<file path="config.mk">
export PLATFORM = sky130hd
export DESIGN_NAME = twelve_hour_timekeeper
export DESIGN_NICKNAME = d
export VERILOG_FILES = /design/src/rtl/twelve_hour_timekeeper.sv
export SDC_FILE = /design/constraint.sdc
export NUM_CORES = 1
export LEC_CHECK = 0
export BUFFER_PORTS_ARGS = -buffer_cell sky130_fd_sc_hd__buf_4
export CELL_PAD_IN_SITES_DETAIL_PLACEMENT = 1
export CELL_PAD_IN_SITES_GLOBAL_PLACEMENT = 2
export CORE_MARGIN = 1
export CORE_UTILIZATION = 32
export CTS_CLUSTER_SIZE = 16
export DETAILED_ROUTE_END_ITERATION = 8
export PLACE_DENSITY = 0.87
export SYNTH_ARGS = -nofsm -noshare
export SYNTH_HDL_FRONTEND = slang
export SYNTH_SLANG_ARGS = --single-unit
</file>
<file path="constraint.sdc">
create_clock -name clk -period 2.33 [get_ports clk]
set_input_delay 0.1165 -clock clk [delete_from_list [all_inputs] [get_ports clk]]
set_output_delay 0.1165 -clock clk [all_outputs]
set_load 0.01 [all_outputs]
</file>
<file path="src/rtl/twelve_hour_timekeeper.sv">
// twelve_hour_timekeeper
//   Time-of-day core for a 12-hour clock. Counts BCD seconds, minutes and
//   hours (12, 01 .. 11), tracks AM/PM and lets the user set the time
//   with single-cycle increment pulses while set_mode is high.
//
// Ports
//   clk       system clock
//   rst       synchronous reset, active high -> 12:00:00 AM
//   run       1 = time advances, 0 = frozen (prescaler held at 0)
//   set_mode  1 = setting: seconds forced to 00, counting paused
//   inc_hour  hour +1 per cycle high (set_mode only)
//   inc_min   minute +1 per cycle high, no hour carry (set_mode only)
//   bcd_time  {hour_tens, hour_ones, min_tens, min_ones}
//   bcd_sec   {sec_tens, sec_ones}
//   pm        0 = AM, 1 = PM
//   sec_tick  one-cycle pulse on every counted seconds advance
module twelve_hour_timekeeper #(
    parameter int unsigned TICK_DIV = 100000000
) (
    input  logic        clk,
    input  logic        rst,
    input  logic        run,
    input  logic        set_mode,
    input  logic        inc_hour,
    input  logic        inc_min,
    output logic [15:0] bcd_time,
    output logic [7:0]  bcd_sec,
    output logic        pm,
    output logic        sec_tick
);

    localparam int PW = (TICK_DIV > 1) ? $clog2(TICK_DIV) : 1;
    localparam logic [PW-1:0] PRE_LAST = PW'(TICK_DIV - 1);

    logic [PW-1:0] pre_q, pre_d;
    logic [7:0]    hr_q, hr_d;
    logic [7:0]    min_q, min_d;
    logic [7:0]    sec_q, sec_d;
    logic          pm_q, pm_d;
    logic          tick_q, tick_d;

    // {carry, next} for a two-digit BCD 00..59 counter
    function automatic logic [8:0] inc60(input logic [7:0] v);
        logic [8:0] r;
        if (v[3:0] == 4'd9) begin
            if (v[7:4] == 4'd5) r = {1'b1, 8'h00};
            else                r = {1'b0, v[7:4] + 4'd1, 4'd0};
        end else begin
            r = {1'b0, v[7:4], v[3:0] + 4'd1};
        end
        return r;
    endfunction

    // {toggle_pm, next} for the 12, 01 .. 11 hour sequence
    function automatic logic [8:0] inc_hr(input logic [7:0] h);
        logic [8:0] r;
        case (h)
            8'h11:   r = {1'b1, 8'h12};
            8'h12:   r = {1'b0, 8'h01};
            8'h09:   r = {1'b0, 8'h10};
            default: r = {1'b0, h[7:4], h[3:0] + 4'd1};
        endcase
        return r;
    endfunction

    logic [8:0] sec_nx, min_nx, hr_nx;
    assign sec_nx = inc60(sec_q);
    assign min_nx = inc60(min_q);
    assign hr_nx  = inc_hr(hr_q);

    always_comb begin
        pre_d  = '0;
        hr_d   = hr_q;
        min_d  = min_q;
        sec_d  = sec_q;
        pm_d   = pm_q;
        tick_d = 1'b0;
        if (set_mode) begin
            // Setting: seconds parked at 00, the two pulses are independent
            sec_d = 8'h00;
            if (inc_min) min_d = min_nx[7:0];
            if (inc_hour) begin
                hr_d = hr_nx[7:0];
                pm_d = pm_q ^ hr_nx[8];
            end
        end else if (run) begin
            if (pre_q == PRE_LAST) begin
                tick_d = 1'b1;
                sec_d  = sec_nx[7:0];
                if (sec_nx[8]) begin
                    min_d = min_nx[7:0];
                    if (min_nx[8]) begin
                        hr_d = hr_nx[7:0];
                        pm_d = pm_q ^ hr_nx[8];
                    end
                end
            end else begin
                pre_d = pre_q + 1'b1;
            end
        end
    end

    always_ff @(posedge clk) begin
        if (rst) begin
            pre_q  <= '0;
            hr_q   <= 8'h12;
            min_q  <= 8'h00;
            sec_q  <= 8'h00;
            pm_q   <= 1'b0;
            tick_q <= 1'b0;
        end else begin
            pre_q  <= pre_d;
            hr_q   <= hr_d;
            min_q  <= min_d;
            sec_q  <= sec_d;
            pm_q   <= pm_d;
            tick_q <= tick_d;
        end
    end

    assign bcd_time = {hr_q, min_q};
    assign bcd_sec  = sec_q;
    assign pm       = pm_q;
    assign sec_tick = tick_q;

endmodule

</file>
==> out/results.ini <==
[status]
status = finished, final reports clean

[power]
total_power_mw = 1.55
p_leak_nw = 1.23
vdd_drop_max_uv = 268
p_per_area_nw_per_um2 = 472

[cells_and_area]
drive_gt1_share_pct = 20.8
utilization_pct = 40.0
fin_cells = 471
fin_nets = 375
fin_area_sq_um = 3270
syn2layout_area_growth_pct = 21.2
n_fill_cell = 1022
diodes = 0

[hold_path]
hold_path.class = in2reg
min_path_cells = 3

[setup_path]
required_ns = 2.53
r2r_start = pre_q[0]$_SDFF_PP0_
cp-start-kind = flip-flop
critPathSlowestCell = or3_4
crit_family = simple AND/OR/NAND/NOR gates
crit_end = min_q[4]$_SDFFE_PP0P_
cp_data_arrival_time_ns = 2.38
r2r_setup_slack_ns = 0.16
reg2reg_to = min_q[4]$_SDFFE_PP0P_
startpoint = pre_q[0]$_SDFF_PP0_
crit_chain = ha_1 > and4_1 > nand4_2 > or3_4 > a2111oi_4 > mux2_1
cpPeakStageDelay_ns = 0.43
cp_num_cells = 6
worst-path-buf-inv = 0
worstRegToRegCells = 6
critical_path_class = reg2reg
end_kind = flip-flop
crit_path_max_fanout = 5

[global_route]
grt_max_degree = 28
grt_pass1_vias = 2460
grt_remaining_overflow = 0
antenna_found_initial = 0
grt_pass1_wl_um = 11700
grt_usage_pct = 16.9

[placement]
placed_area_sq_um = 3170
dpl.hpwl_um = 5090
place_inst = 463
gp_congestion = 0.755
portBuffers = 28
place_ws_ns = 0.0902

[floorplan]
die_x_um = 93.9
start_util_pct = 33.0
die_area_sq_um = 8810
io-pin-count = 32
rows = 33
core-area_sq_um = 8180
die_h_um = 93.9

[clock_tree]
cts-buffers-inserted = 5
cts_max_level = 2
cts_hold_buf = 0
cts_root_buffer = clkbuf_8
insertion_delay_ns = 0.31
path_clk_slew_ns = 0.10
cts.sinks = 50
cts_tree = built
clk_path_buf_depth = 2

[timing]
finalMaxSlewViolations = 0
rsz0062_at_grt = false
final.period_utilization_pct = 93.3
period_minus_slack_ns = 2.17
fin_hold_ws_ns = 0.120
slew_headroom_pct = 56.2
setup_tns_ns = 0
finalSetupViolCount = 0
worst_clock_skew_ns = 0.00824
worstMarginPinSlew_ns = 0.655
finalHoldViolCount = 0
fmax_mhz = 460
fin_ws_ns = 0.157

[logic_synthesis]
synth_cells = 316
syn_area_sq_um = 2700
synth_edf_count = 0
ys_seq_area_share_pct = 37.1
synthFlopType = dfxtp_1
yosys_warnings = 0
synth_cell_types = 58
syn_avg_cell_area_sq_um = 8.54
synthArstFlopShare_pct = 0
ys_seq_elements = 50

[route]
via_per_inst = 5.17
wirelength_um = 6850
vias = 2437
dr.pass1.iters = 4
ant_nets = 0
wl_per_cell_um = 14.5
dr.first_iter.drc_count = 59
drc = 0

[run]
maxCapViolations = 0

-- worst register-to-register path, delay by kind of cell (launching register included) --
family	cells	cell delay, ns
adder cells (fa/ha/maj)	1	0.19
AND/OR/NAND/NOR	3	0.78
AO/OA/AOI/OAI	1	0.37
multiplexers	1	0.35
flip-flops	1	0.39
-- final cells by class --
class	instances	area [sq um]	area share (%)
flip-flops and latches	50	1000	30.6
well taps	105	131	4.01
clock inverters	2	17.5	0.535
multi-input cells	245	1610	49.0
clock buffers	6	82.6	2.52
repair buffers	53	398	12.2
inverters	10	37.5	1.15
-- cell usage after synthesis (all sizes together), types with 6 or more instances --
cell | instances | area share (%)
and3 | 8 | 1.9
nor4 | 7 | 3.0
nand2 | 22 | 3.1
clkbuf | 8 | 1.1
o21ai | 6 | 1.1
nor2 | 55 | 7.6
nand4 | 12 | 3.2
and2 | 6 | 1.4
dfxtp | 50 | 37
xnor2 | 11 | 3.6
inv | 10 | 1.4
nand3 | 16 | 3.0
nand4b | 6 | 1.9
xor2 | 18 | 5.8
a21oi | 6 | 1.1
nor3 | 6 | 1.1
-- layer usage --
metal / up-vias / GRT usage, % / part of all wire, %
met5: - / 0 / 0
met4: 0 / 6.03 / 1.9
met3: 10 / 2.83 / 2.7
met2: 30 / 28.2 / 48
met1: 1184 / 21.9 / 47
li1: 1213 / - / -
-- where the power goes --
part           internal (mW)  leakage [nW]  switching (mW)
combinational         0.0461         0.775          0.0580
sequential             0.862         0.404          0.0132
clock                  0.245        0.0514           0.321
-- state kept, by name, indices dropped and copies added (netlist names) --
signal / cells
bcd_sec: 8
pre_q: 27
pm: 1
hr_q: 5
min_q: 8
sec_tick: 1
-- cell families (layout without fill, tap and decap cells) --
| logic type | count (synthesis) | after routing | synth area share (%) |
|---|---|---|---|
| buffers and inverters | 23 | 71 | 3.94 |
| and+or+nand+nor | 168 | 168 | 35.0 |
| xor gates and xnor gates | 29 | 29 | 9.41 |
| adders and majority gates | 4 | 4 | 1.85 |
| muxes | 8 | 8 | 3.15 |
| AOI/OAI and AO/OA | 33 | 33 | 9.41 |
| other | 1 | 3 | 0.139 |
| DFF | 50 | 50 | 37.1 |
-- worst min path at each step --
stage	start	endpoint	slack, ns
detailed placement	inc_min	min_q[0]$_SDFFE_PP0P_	0.45
CTS	inc_min	min_q[0]$_SDFFE_PP0P_	0.12
floorplan	inc_min	min_q[0]$_SDFFE_PP0P_	0.32
global placement	inc_min	min_q[0]$_SDFFE_PP0P_	0.44
finish	inc_min	min_q[0]$_SDFFE_PP0P_	0.12
global route	inc_hour	hr_q[3]$_SDFFE_PP0P_	0.15
-- layout by cell type (no fill, tap or decap), drive strengths merged, types with 7 or more instances in the layout --
cell   synthesis  layout
nor2          55      55
buf            5      53
dfxtp         50      50
nand2         22      22
xor2          18      18
nand3         16      16
nand4         12      12
xnor2         11      11
inv           10      10
and3           8       8
nor4           7       7
-- repair_timing --
item	in CTS	in global routing
setup endpoints to repair	0	1
setup buffers	0	0
resized for setup	0	1
No activity file was read; power rests on OpenSTA's default activity.
